==> config.mk <==
export PLATFORM = sky130hd
export DESIGN_NAME = pc_src_unit
export DESIGN_NICKNAME = d
export VERILOG_FILES = /design/src/rtl/pc_src_unit.sv
export SDC_FILE = /design/constraint.sdc
export NUM_CORES = 1
export LEC_CHECK = 0
export CAP_MARGIN = 20
export CORE_MARGIN = 2
export CORE_UTILIZATION = 35
export CTS_BUF_LIST = sky130_fd_sc_hd__clkbuf_2 sky130_fd_sc_hd__clkbuf_4 sky130_fd_sc_hd__clkbuf_8
export DETAILED_ROUTE_END_ITERATION = 12
export PLACE_DENSITY = 0.81
export RECOVER_POWER = 50
export SYNTH_ARGS = -nofsm -noshare
export SYNTH_HDL_FRONTEND = slang
export SYNTH_SLANG_ARGS = --single-unit
export TNS_END_PERCENT = 5
==> constraint.sdc <==
create_clock -name clk -period 3 [get_ports clk]
set_input_delay 0.6 -clock clk [delete_from_list [all_inputs] [get_ports clk]]
set_output_delay 0.6 -clock clk [all_outputs]
set_load 0.03 [all_outputs]
==> src/rtl/pc_src_unit.sv <==
// pc_src_unit: next-PC source selector and PC register for the multicycle datapath.
// Picks one of NUM_SRC candidate buses, commits it to the PC on an unconditional or
// branch-taken request unless stalled, keeps the previous PC, and flags illegal selects.
// Optional feature macro: PC_SRC_ALIGN_CHECK_EN. When defined, a request whose selected
// target is not word aligned is refused and reported with a one-cycle misalign pulse.
module pc_src_unit #(
    parameter int               WIDTH    = 32,
    parameter int               NUM_SRC  = 4,
    parameter int               SEL_W    = 2,
    parameter logic [WIDTH-1:0] RESET_PC = '0
) (
    input  logic                     clk,
    input  logic                     reset_n,
    input  logic [WIDTH*NUM_SRC-1:0] src_flat,
    input  logic [SEL_W-1:0]         control_signal,
    input  logic                     pc_write,
    input  logic                     pc_write_cond,
    input  logic                     zero,
    input  logic                     stall,
    output logic [WIDTH-1:0]         next_pc,
    output logic [WIDTH-1:0]         pc,
    output logic [WIDTH-1:0]         pc_prev,
    output logic                     pc_updated,
    output logic                     sel_err,
    output logic                     misalign
);

    // Packed view of the flat source bus: src[i] is source i.
    logic [NUM_SRC-1:0][WIDTH-1:0] src;
    logic [31:0]                   sel_ext;
    logic                          sel_legal;
    logic                          req;
    logic                          live_req;
    logic                          align_fault;
    logic                          commit;
    logic                          sel_bad;

    assign src       = src_flat;
    assign sel_ext   = 32'(control_signal);
    assign sel_legal = sel_ext < 32'(NUM_SRC);

    // Source mux; an out-of-range select yields zero rather than an aliased source.
    always_comb begin
        next_pc = '0;
        for (int i = 0; i < NUM_SRC; i++) begin
            if (sel_ext == 32'(i)) next_pc = src[i];
        end
    end

    // A branch request needs the zero flag; an unconditional write dominates it.
    assign req      = pc_write | (pc_write_cond & zero);
    // A stalled request is invisible: it can neither commit nor raise any flag.
    assign live_req = req & ~stall;

`ifdef PC_SRC_ALIGN_CHECK_EN
    assign align_fault = live_req & sel_legal & (next_pc[1:0] != 2'b00);
`else
    assign align_fault = 1'b0;
`endif

    assign commit  = live_req & sel_legal & ~align_fault;
    assign sel_bad = live_req & ~sel_legal;

    // PC, previous PC, commit pulse and sticky select error.
    always_ff @(posedge clk) begin
        if (!reset_n) begin
            pc         <= RESET_PC;
            pc_prev    <= RESET_PC;
            pc_updated <= 1'b0;
            sel_err    <= 1'b0;
        end else begin
            pc_updated <= commit;
            if (commit) begin
                pc      <= next_pc;
                pc_prev <= pc;
            end
            if (sel_bad) sel_err <= 1'b1;
        end
    end

`ifdef PC_SRC_ALIGN_CHECK_EN
    logic misalign_q;

    // Alignment fault pulse; exclusive with pc_updated because a fault blocks the commit.
    always_ff @(posedge clk) begin
        if (!reset_n) misalign_q <= 1'b0;
        else          misalign_q <= align_fault;
    end

    assign misalign = misalign_q;
`else
    assign misalign = 1'b0;
`endif

endmodule

# Yosys cells after proc, flatten, opt, wreduce, memory -nomap -nowiden

Index checks and enable logic that the tools add are counted.

Magnitude comparators: 1
Eq/ne operators: 3
Multiplexer cells: 4
Bitwise operators: 7
Reductions and logical operators: 1

Operators with widths:

| kind               | count |
|---|---|
| $mux 32            | 4 |
| $logic_not 32->1   | 1 |
| $and 1x1->1        | 4 |
| $eq 2x2->1 const B | 2 |
| $lt 2x3->1 const B | 1 |
| $eq 2x1->1 const B | 1 |
| $not 1->1          | 2 |
| $or 1x1->1         | 1 |

Register bits after elaboration: 66
Input bits: 136
Output and inout bits: 99
Word-level logic and storage cells: 20

# Logic depth before layout (Yosys ltp)

Gate-level depths: netlist of run 1.

Depth after elaboration: 5
Gate-level depth with buffers: 5
Depth with buffers taken out: 3

# Least setup slack after synthesis of run 1

OpenSTA, ideal clock, no wires.

Kind: in2out
Start: input port control_signal[0]
End: output port next_pc[0]
Data arrival time: 1.485 ns
Data required time: 2.400 ns
Slack: 0.915 ns
Stages on the path: 3
Buffers on the path: 2
Path through: buf_6 buf_6 mux4_2

Word-level cells in the longest chain between the ends: 5
Elaborated cells on any way between the ends: 8
Those cells by class: 3 x eq/ne; 4 x mux; 1 x reduce/logical

RTL lines:

| item                  | line | text |
|---|---|---|
| start: declaration    | 15   | `input logic [SEL_W-1:0] control_signal,` |
| $logic_not 32->1      | 46   | `if (sel_ext == 32'(i)) next_pc = src[i];` |
| $mux 32 (3 in series) | 46   |  |
| $mux 32 (*)           | 46   |  |
| end: declaration      | 20   | `output logic [WIDTH-1:0] next_pc,` |

Every way passes the cells marked *; elsewhere a longest branch is shown, timed or not.

# Worst setup path in the final report of run 1

Start: input port src_flat[7]
End: output port next_pc[7]

Word-level cells in the longest chain between the ends: 4

RTL lines:

| item                  | line | text |
|---|---|---|
| start: declaration    | 14   | `input logic [WIDTH*NUM_SRC-1:0] src_flat,` |
| $mux 32 (4 in series) | 46   |  |

Every way passes these cells.

==> impl_metrics.tcl, run 1 <==
set metrics [dict create \
    synthesis.area_per_instance_sq_um 10.5 \
    worst_skew_pair.late_latency_ps 320 \
    max_clock_freq_ghz 0.365 \
    cts_buffer_depth 2 \
    number_of_cells_traversed_by_the_worst_register_to_register_path 2 \
    setup.worst_path.start_class "input pin" \
    max-slew-margin-rel_pct 49.2 \
    cts_root_buf "sky130_fd_sc_hd__clkbuf_8" \
    setup_violations 0 \
    cts_setup_buffers 0 \
    reg2reg_slack_ps 2320 \
    vdd.ir_drop.worst_mv 0.172 \
    num_vias 3383 \
    final_min_period_over_clock_period_pct 91.4 \
    min-delay-path-class "reg2reg" \
    core_sq_um 8680 \
    vias_in_the_first_global_route 3539 \
    synth-seq-area-share_pct 41.6 \
    overall_die_height_um 98.5 \
    cts_tree "built" \
    gp_routability_congestion 0.735 \
    final.setup.tns_ps 0 \
    worst-setup-path-type "in2out" \
    detail_route.vias_per_cell 5.34 \
    port_buffers 232 \
    wp_data_required_ps 2400 \
    netlist_top_cells_area "sky130_fd_sc_hd__dfxtp_1, sky130_fd_sc_hd__mux4_2, sky130_fd_sc_hd__o2bb2ai_1" \
    reg2reg_to "pc_prev[17]" \
    final_design_area_no_fill_sq_um 5620 \
    drv.max_cap_violation_count 0 \
    drcViolationCount 0 \
    postRouteAntennaNets 0 \
    fillers 704 \
    overall_routed_net_length_um 11100 \
    postSynthRegisterBits 65 \
    detail_route.first_pass.iterations 4 \
    rsz0062_at_grt "no" \
    tightestPinTransition_ps 762 \
    maximum_level_of_the_cts_h_tree 3 \
    pin_count 235 \
    worstPathMaxFanout 2 \
    syn_to_final_growth_pct 79.9 \
    grt_pass1_wl_um 17500 \
    die_w_um 98.5 \
    worstSetupEndpoint "next_pc[7]" \
    critical_path.startpoint "src_flat[7]" \
    end_kind "output port" \
    placed_cell_area_sq_um 5460 \
    synthesis.area_sq_um 3130 \
    fin_skew_ps 4.82 \
    drt_iter0_markers 110 \
    row_count 34 \
    overflow 0 \
    design.die.area_sq_um 9700 \
    yosys.area.top_type_share_pct 41.6 \
    place.detailed.hpwl_um 8730 \
    cts_resized 0 \
    synth_cell_types 20 \
    synth.largest_area_cell "sky130_fd_sc_hd__dfxtp_1" \
    finalWorstPathRequiredPeriod_ps 2740 \
    holdBufCountCts 0 \
    insertedDiodeCount 0 \
    grt_start_max_net_pins 34 \
    timing.critical_path.arrival_ps 2140 \
    finalHoldViolCount 0 \
    cts.clk_slew.worst_paths_ps 60 \
    power.leakage_uw 0.00219 \
    yosysWarnings 0 \
    synthesis.instances 298 \
    cts_made_buffers 9 \
    total_power_per_unit_cell_area_nw_per_um2 408 \
    initial_utilization_pct 36.0 \
    number_of_antenna_violations_at_the_first_check_in_global_routing 0 \
    r2r_start "pc_prev[17]" \
    wl_per_cell_um 17.5 \
    final_layout_worst_hold_slack_ps 472 \
    cts_sinks 65 \
    outcome "complete, no violations" \
    globalRouteTotalUtil_pct 22.8 \
    post_route_cells_drive_above_1_share_pct 17.7 \
    finalNetCount 657 \
    fin_max_slew_vios 0 \
]
Yosys cell counts (all sizes together):
library cell / n
nand2: 32
a21oi: 33
conb: 1
nor3: 1
o21ai: 32
dfxtp: 65
nand3: 32
a21o: 1
o2bb2ai: 32
clkbuf: 16
mux4: 32
inv: 2
nor2: 1
buf: 18
cells by family (layout without fill, tap and decap cells):
group	count (synthesis)	in the layout	synth area share, %
buffers and inverters	36	263	5.80
other	1	2	0.120
and+or+nand+nor	66	66	9.41
AOI/OAI and AO/OA	98	98	19.7
DFF	65	65	41.6
muxes	32	32	23.3
placed cells by master, fill, tap and decap left out:
cell type                         synthesis  final
sky130_fd_sc_hd__a21o_1                   1      1
sky130_fd_sc_hd__buf_12                   0      1
sky130_fd_sc_hd__o21ai_1                  5      5
sky130_fd_sc_hd__a21oi_4                  0      1
sky130_fd_sc_hd__clkbuf_8                 0      9
sky130_fd_sc_hd__dfxtp_1                 65     65
sky130_fd_sc_hd__nand3_1                 32     32
sky130_fd_sc_hd__clkdlybuf4s50_1          0    135
sky130_fd_sc_hd__nor3_4                   0      1
sky130_fd_sc_hd__nand2_1                 32     32
sky130_fd_sc_hd__inv_1                    2      2
sky130_fd_sc_hd__conb_1                   1      2
sky130_fd_sc_hd__dlygate4sd3_1            0     66
sky130_fd_sc_hd__buf_4                    2     41
sky130_fd_sc_hd__buf_2                    7      1
sky130_fd_sc_hd__clkinv_2                 0      4
sky130_fd_sc_hd__nor2_2                   0      1
sky130_fd_sc_hd__a21oi_1                 32     32
sky130_fd_sc_hd__mux4_1                   2      2
sky130_fd_sc_hd__mux4_2                  30     30
sky130_fd_sc_hd__clkbuf_2                 0      1
sky130_fd_sc_hd__clkbuf_4                 0      3
sky130_fd_sc_hd__o21ai_0                 27     27
sky130_fd_sc_hd__o2bb2ai_1               32     32
worst min-delay path by stage:
stage | slack [ps] | from | end | cells past startpoint
after CTS | 480 | pc_prev[2] | pc_prev[2] | 2
after global placement | 460 | pc_prev[23] | pc_prev[23] | 2
after floorplan | 600 | pc[8] | pc[8] | 2
final | 470 | pc_prev[30] | pc_prev[30] | 2
after detailed placement | 470 | pc[3] | pc[3] | 2
after global routing | 490 | pc[3] | pc[3] | 2
power breakdown:
group,total (uW),switching (uW),internal (uW)
Clock,622,300,322
Combinational,740,372,368
Sequential,932,26.5,906
Total,2290,699,1600
stage by stage:
stage / total power (uW) / utilization [%] / cells / setup WS, ps
finish: 2290 / 64.8 / 634 / 258
floorplan: 1330 / - / 299 / 915
detailed placement: 1710 / 62.9 / 618 / 266
global placement: 1700 / 62.9 / 618 / 258
global route: 2400 / 64.8 / 634 / 209
CTS: 2340 / 64.8 / 634 / 257
sequential cells by signal (all words and copies together) (netlist names):
signal	count
pc	32
pc_prev	32
pc_updated	1
layer usage:
layer  GRT usage (%)  wire length, um
met3            6.81             1070
met4            7.69              163
met2            43.2             6030
met1            23.8             3830
met5               0                0
area by class of cell:
cell class / instances / area (sq um) / area share (%)
clock buffers: 12 / 146 / 2.60
inverters: 2 / 7.51 / 0.134
multi-input cells: 198 / 1660 / 29.6
repair buffers: 245 / 2350 / 41.8
well taps: 108 / 135 / 2.40
clock inverters: 4 / 20.0 / 0.356
flip-flops and latches: 65 / 1300 / 23.1
worst max-delay path: stages:
cell and delay, ps:
sky130_fd_sc_hd__clkdlybuf4s50_1 400, sky130_fd_sc_hd__mux4_1 510, sky130_fd_sc_hd__clkdlybuf4s50_1 620
Power figures use the tool's default switching activity.
==> run 2, diff against run 1 <==
--- a/config.mk
+++ b/config.mk
@@ -6,11 +6,10 @@
 export NUM_CORES = 1
 export LEC_CHECK = 0
 export CAP_MARGIN = 20
-export CORE_MARGIN = 2
-export CORE_UTILIZATION = 35
+export CORE_UTILIZATION = 38
 export CTS_BUF_LIST = sky130_fd_sc_hd__clkbuf_2 sky130_fd_sc_hd__clkbuf_4 sky130_fd_sc_hd__clkbuf_8
 export DETAILED_ROUTE_END_ITERATION = 12
-export PLACE_DENSITY = 0.81
+export PLACE_DENSITY = 0.87
 export RECOVER_POWER = 50
 export SYNTH_ARGS = -nofsm -noshare
 export SYNTH_HDL_FRONTEND = slang
==> run 2 against run 1 <==
Flip-flop and latch count unchanged; final cell count down 0.95%; first-iteration DRC count up 11%; sequential share of layout area down 0.30 points; die area down 11%; count of clock-buffer cells in the layout up 3; fmax down 1.3%; highest routed layer unchanged.
==> impl_metrics.tcl, run 2 (synthesized netlist as in run 1, its figures left out) <==
set metrics [dict create \
    port_buffers 232 \
    num_vias 3462 \
    layout_commonest_cell "sky130_fd_sc_hd__clkdlybuf4s50_1" \
    row_count 32 \
    maximum_level_of_the_cts_h_tree 3 \
    globalRouteTotalUtil_pct 29.8 \
    drv.max_cap_violation_count 0 \
    drcViolationCount 0 \
    p_switching_uw 732 \
    final_min_period_over_clock_period_pct 92.6 \
    fin_skew_ps 4.95 \
    cts_resized 0 \
    detail_route.first_pass.iterations 5 \
    power.leakage_uw 0.00222 \
    share_of_power_burned_in_registers_pct 38.5 \
    max_clock_freq_ghz 0.360 \
    core_sq_um 7850 \
    setup.worst_path.start_class "input pin" \
    finalHoldViolCount 0 \
    postRouteAntennaNets 0 \
    final.setup.tns_ps 0 \
    cts_sinks 65 \
    cts_made_buffers 9 \
    overall_routed_net_length_um 12700 \
    clock_share_of_power_pct 29.8 \
    vias_in_the_first_global_route 3652 \
    detail_route.vias_per_cell 5.51 \
    cts_buffer_depth 2 \
    place.detailed.hpwl_um 10000 \
    finalWorstPathRequiredPeriod_ps 2780 \
    holdBufCountCts 0 \
    drt_iter0_markers 122 \
    final_non_filler_cells 628 \
    finalNetCount 657 \
    timing.critical_path.arrival_ps 2180 \
    power_switching_share_pct 30.1 \
    die_w_um 92.7 \
    outcome "complete, no violations" \
    total_power_per_unit_cell_area_nw_per_um2 427 \
    cts_root_buf "sky130_fd_sc_hd__clkbuf_8" \
    grt_pass1_wl_um 19100 \
    worst-setup-path-type "in2out" \
    top_regs "pc x32, pc_prev x32, pc_updated x1" \
    setup_violations 0 \
    placed_cells 612 \
    initial_utilization_pct 39.8 \
    layout_common_cells "sky130_fd_sc_hd__clkdlybuf4s50_1, sky130_fd_sc_hd__dlygate4sd3_1, sky130_fd_sc_hd__dfxtp_1" \
    max-slew-margin-rel_pct 16.5 \
    worstPathMaxFanout 2 \
    combPwrFrac_pct 31.7 \
    insertedDiodeCount 0 \
    internal_power_uw 1700 \
    cts_tree "built" \
    rsz0062_at_grt "no" \
    gp_routability_congestion 0.878 \
    min-delay-path-class "reg2reg" \
    cts_setup_buffers 0 \
    syn_to_final_growth_pct 82.3 \
    post_route_cells_drive_above_1_share_pct 17.5 \
    worst_skew_pair.late_latency_ps 330 \
    tightestPinTransition_ps 1240 \
    number_of_antenna_violations_at_the_first_check_in_global_routing 1 \
    fin_max_slew_vios 0 \
    overall_die_height_um 92.7 \
    pin_count 235 \
    design.die.area_sq_um 8590 \
    overflow 0 \
    wl_per_cell_um 20.2 \
    wp_data_required_ps 2400 \
    end_kind "output port" \
    cts.clk_slew.worst_paths_ps 60 \
    vdd.ir_drop.worst_mv 0.241 \
    grt_start_max_net_pins 33 \
]
-- run 2: cell type report --
type | instances | area [sq um]
sequential | 65 | 1300
clock buffer | 15 | 194
inverter | 2 | 7.51
timing repair buffer | 245 | 2410
clock inverter | 1 | 7.51
fill | 555 | 2150
multi-input combinational | 198 | 1640
tap | 102 | 128
-- run 2: power by group through the flow --
stage	sequential, uW	clock [uW]	combinational, uW
final	936	724	771
after global routing	941	777	807
after CTS	938	738	790
after detailed placement	956	0	786
after global placement	955	0	772
after floorplan	1030	0	299
-- run 2: path summary, 6_finish.rpt --
| check | slack [ps] | start | to | cells past startpoint |
|---|---|---|---|---|
| min reg2reg | 470 | pc_prev[30] | pc_prev[30] | 2 |
| min | 470 | pc_prev[30] | pc_prev[30] | 2 |
| max reg2reg | 2310 | pc[6] | pc_prev[6] | 2 |
| max | 220 | src_flat[103] | next_pc[7] | 3 |
-- run 2: metrics by stage --
step	power [uW]	hold WS (ps)	util, %	setup slack (ps)	cell area [sq um]
3_5_place_dp	1740	468	70.2	225	5510
5_1_grt	2520	491	72.6	210	5700
2_1_floorplan	1330	596	-	915	3130
3_3_place_gp	1730	461	70.2	245	5510
6_report	2430	473	72.6	222	5700
4_1_cts	2470	477	72.7	216	5710
-- run 2: routing by layer --
metal / GRT usage (%) / part of all wire [%]
met4: 15.0 / 4.4
met1: 30.7 / 35
met3: 8.95 / 8.1
met2: 54.4 / 53
met5: 0 / 0
-- run 2: worst max-delay path, stage by stage --
cell and delay (ps):
sky130_fd_sc_hd__clkdlybuf4s50_1 430, sky130_fd_sc_hd__mux4_1 530, sky130_fd_sc_hd__clkdlybuf4s50_1 620
==> run 3, diff against run 2 <==
--- a/config.mk
+++ b/config.mk
@@ -11,6 +11,7 @@
 export DETAILED_ROUTE_END_ITERATION = 12
 export PLACE_DENSITY = 0.87
 export RECOVER_POWER = 50
+export SETUP_SLACK_MARGIN = 0.15
 export SYNTH_ARGS = -nofsm -noshare
 export SYNTH_HDL_FRONTEND = slang
 export SYNTH_SLANG_ARGS = --single-unit
==> constraint.sdc (replaced) <==
create_clock -name clk -period 3 [get_ports clk]
set_input_delay 0.6 -clock clk [delete_from_list [all_inputs] [get_ports clk]]
set_output_delay 0.6 -clock clk [all_outputs]
set_load 0.02 [all_outputs]
==> run 3 against run 2 <==
Register-to-register slack worse by 60 ps; critical endpoint is now next_pc[15]; design area rose by 0.44%; critical path depth up 1; clock skew is 3.9 ps higher; final cell count shrank 0.16%.
==> impl_metrics.tcl, run 3 (synthesized netlist as in run 1, its figures left out) <==
set metrics [dict create \
    outcome "complete, no violations" \
    placed_cells 611 \
    setup.worst_path.start_class "input pin" \
    wl_per_cell_um 20.1 \
    number_of_antenna_violations_at_the_first_check_in_global_routing 0 \
    cts_root_buf "sky130_fd_sc_hd__clkbuf_8" \
    layout_common_cells "sky130_fd_sc_hd__clkdlybuf4s50_1, sky130_fd_sc_hd__dfxtp_1, sky130_fd_sc_hd__dlygate4sd3_1" \
    top_usage_layer "met2" \
    grt_util_met2_pct 52.5 \
    rsz0062_at_grt "yes" \
    cp_top_family "buffers and inverters" \
    end_kind "output port" \
    cts_buffer_depth 2 \
    drv.max_cap_violation_count 0 \
    layout_commonest_cell "sky130_fd_sc_hd__clkdlybuf4s50_1" \
    die_w_um 92.7 \
    cts_made_buffers 9 \
    post_route_cells_drive_above_1_share_pct 11.4 \
    crit_path_frequent_cell "sky130_fd_sc_hd__clkdlybuf4s50_1" \
    worstPathMaxFanout 23 \
    pin_count 235 \
    reg2reg_to "pc[18]" \
    cts_sinks 65 \
    fin_skew_ps 8.86 \
    top_regs "pc x32, pc_prev x32, pc_updated x1" \
    global_route_track_usage_on_met3_pct 7.80 \
    postRouteAntennaNets 0 \
    number_of_cells_traversed_by_the_worst_register_to_register_path 2 \
    row_count 32 \
    finalWorstPathRequiredPeriod_ps 2850 \
    placed_cell_area_sq_um 5530 \
    place.detailed.hpwl_um 9750 \
    cts.clk_slew.worst_paths_ps 60 \
    power.leakage_uw 0.00214 \
    grt_start_max_net_pins 33 \
    grt_util_met1_pct 32.0 \
    timing.critical_path.arrival_ps 2250 \
    tightestPinTransition_ps 1050 \
    insertedDiodeCount 0 \
    crit_buf_inv 3 \
    port_buffers 232 \
    cts_setup_buffers 0 \
    detail_route.first_pass.iterations 4 \
    vdd.ir_drop.worst_mv 0.250 \
    max-slew-margin-rel_pct 29.9 \
    drcViolationCount 0 \
    overflow 0 \
    worst_path_largest_cell_delay_ps 560 \
    cts_tree "built" \
    vias_in_the_first_global_route 3524 \
    overall_die_height_um 92.7 \
    finalHoldViolCount 0 \
    cp_cell_sequence "clkdlybuf4s50_1, buf_12, mux4_2, clkdlybuf4s50_1" \
    worst-setup-path-type "in2out" \
    grt_pass1_wl_um 19100 \
    r2r_start "pc[18]" \
    min-delay-path-class "reg2reg" \
    worst_skew_pair.late_latency_ps 330 \
    final_non_filler_cells 627 \
    fillers 538 \
    detail_route.vias_per_cell 5.54 \
    num_vias 3473 \
    final.setup.tns_ps 0 \
    fin_max_slew_vios 0 \
    worstSetupEndpoint "next_pc[15]" \
    finalNetCount 656 \
    maximum_level_of_the_cts_h_tree 3 \
    final_design_area_no_fill_sq_um 5720 \
    worst-path-stages 4 \
    critical_path.startpoint "control_signal[1]" \
    core_sq_um 7850 \
    initial_utilization_pct 39.8 \
    total_power_per_unit_cell_area_nw_per_um2 417 \
    design.die.area_sq_um 8590 \
    max_clock_freq_ghz 0.351 \
    final_min_period_over_clock_period_pct 95.0 \
    reg2reg_slack_ps 2250 \
    globalRouteTotalUtil_pct 29.5 \
    wp_data_required_ps 2400 \
    gp_routability_congestion 0.903 \
    cell_with_the_biggest_individual_delay_on_the_critical_path "sky130_fd_sc_hd__clkdlybuf4s50_1" \
    syn_to_final_growth_pct 83.1 \
    drt_iter0_markers 161 \
    overall_routed_net_length_um 12600 \
    setup_violations 0 \
]
-- run 3: cell count changes in the layout (fill, tap and decap cells not counted), sizes merged --
cell           change
dlygate4sd3       -21
clkinvlp           -1
dlygate4sd2        +1
clkinv             +2
clkdlybuf4s50     +48
clkbuf             -1
bufinv             +1
buf               -32
dlymetal6s2s       +2
-- run 3: worst reg2reg max path, stage by stage (launching register included) --
cell                        delay [ps]
sky130_fd_sc_hd__dfxtp_1           400
sky130_fd_sc_hd__nand2_1            90
sky130_fd_sc_hd__o2bb2ai_1         180
-- run 3: what timing repair did --
item                       CTS  global route
setup endpoints to repair    3            30
hold endpoints to repair     0             0
hold buffers                 0             0
resized for setup            1             1
pin swaps                    0             0
-- run 3: stage by stage --
stage | total power [uW] | hold slack, ps | setup slack [ps] | utilization, %
2_1_floorplan | 1260 | 550 | 951 | -
3_3_place_gp | 1660 | 462 | 166 | 70.5
3_5_place_dp | 1670 | 469 | 139 | 70.5
4_1_cts | 2420 | 478 | 147 | 73.1
5_1_grt | 2480 | 492 | 86.8 | 72.9
6_report | 2390 | 475 | 151 | 72.9
-- run 3: area by class of cell --
class                           count  area [sq um]  area share, %
Clock buffer                       13           160           2.80
Clock inverter                      3          40.0          0.700
Inverter                            2          7.51          0.131
Multi-Input combinational cell    198          1650           28.9
Sequential cell                    65          1300           22.7
Tap cell                          102           128           2.23
Timing Repair Buffer              244          2430           42.5
-- run 3: worst min path at each step --
stage                            from     endpoint  cells past startpoint
after floorplan                 pc[8]        pc[8]                      2
after global placement    pc_prev[31]  pc_prev[31]                      2
after detailed placement  pc_prev[27]  pc_prev[27]                      2
after CTS                 pc_prev[27]  pc_prev[27]                      2
after global routing           pc[26]       pc[26]                      2
final                     pc_prev[27]  pc_prev[27]                      2
-- run 3: metal layers --
layer	part of all wire, %	wire length [um]
met1	36	4570
met2	52	6480
met3	8.9	1120
met4	3.3	413
met5	0	0
-- run 3: report_power, final --
group	internal, uW	switching (uW)
Sequential	905	33.4
Combinational	391	312
Clock	432	314
Total	1730	659
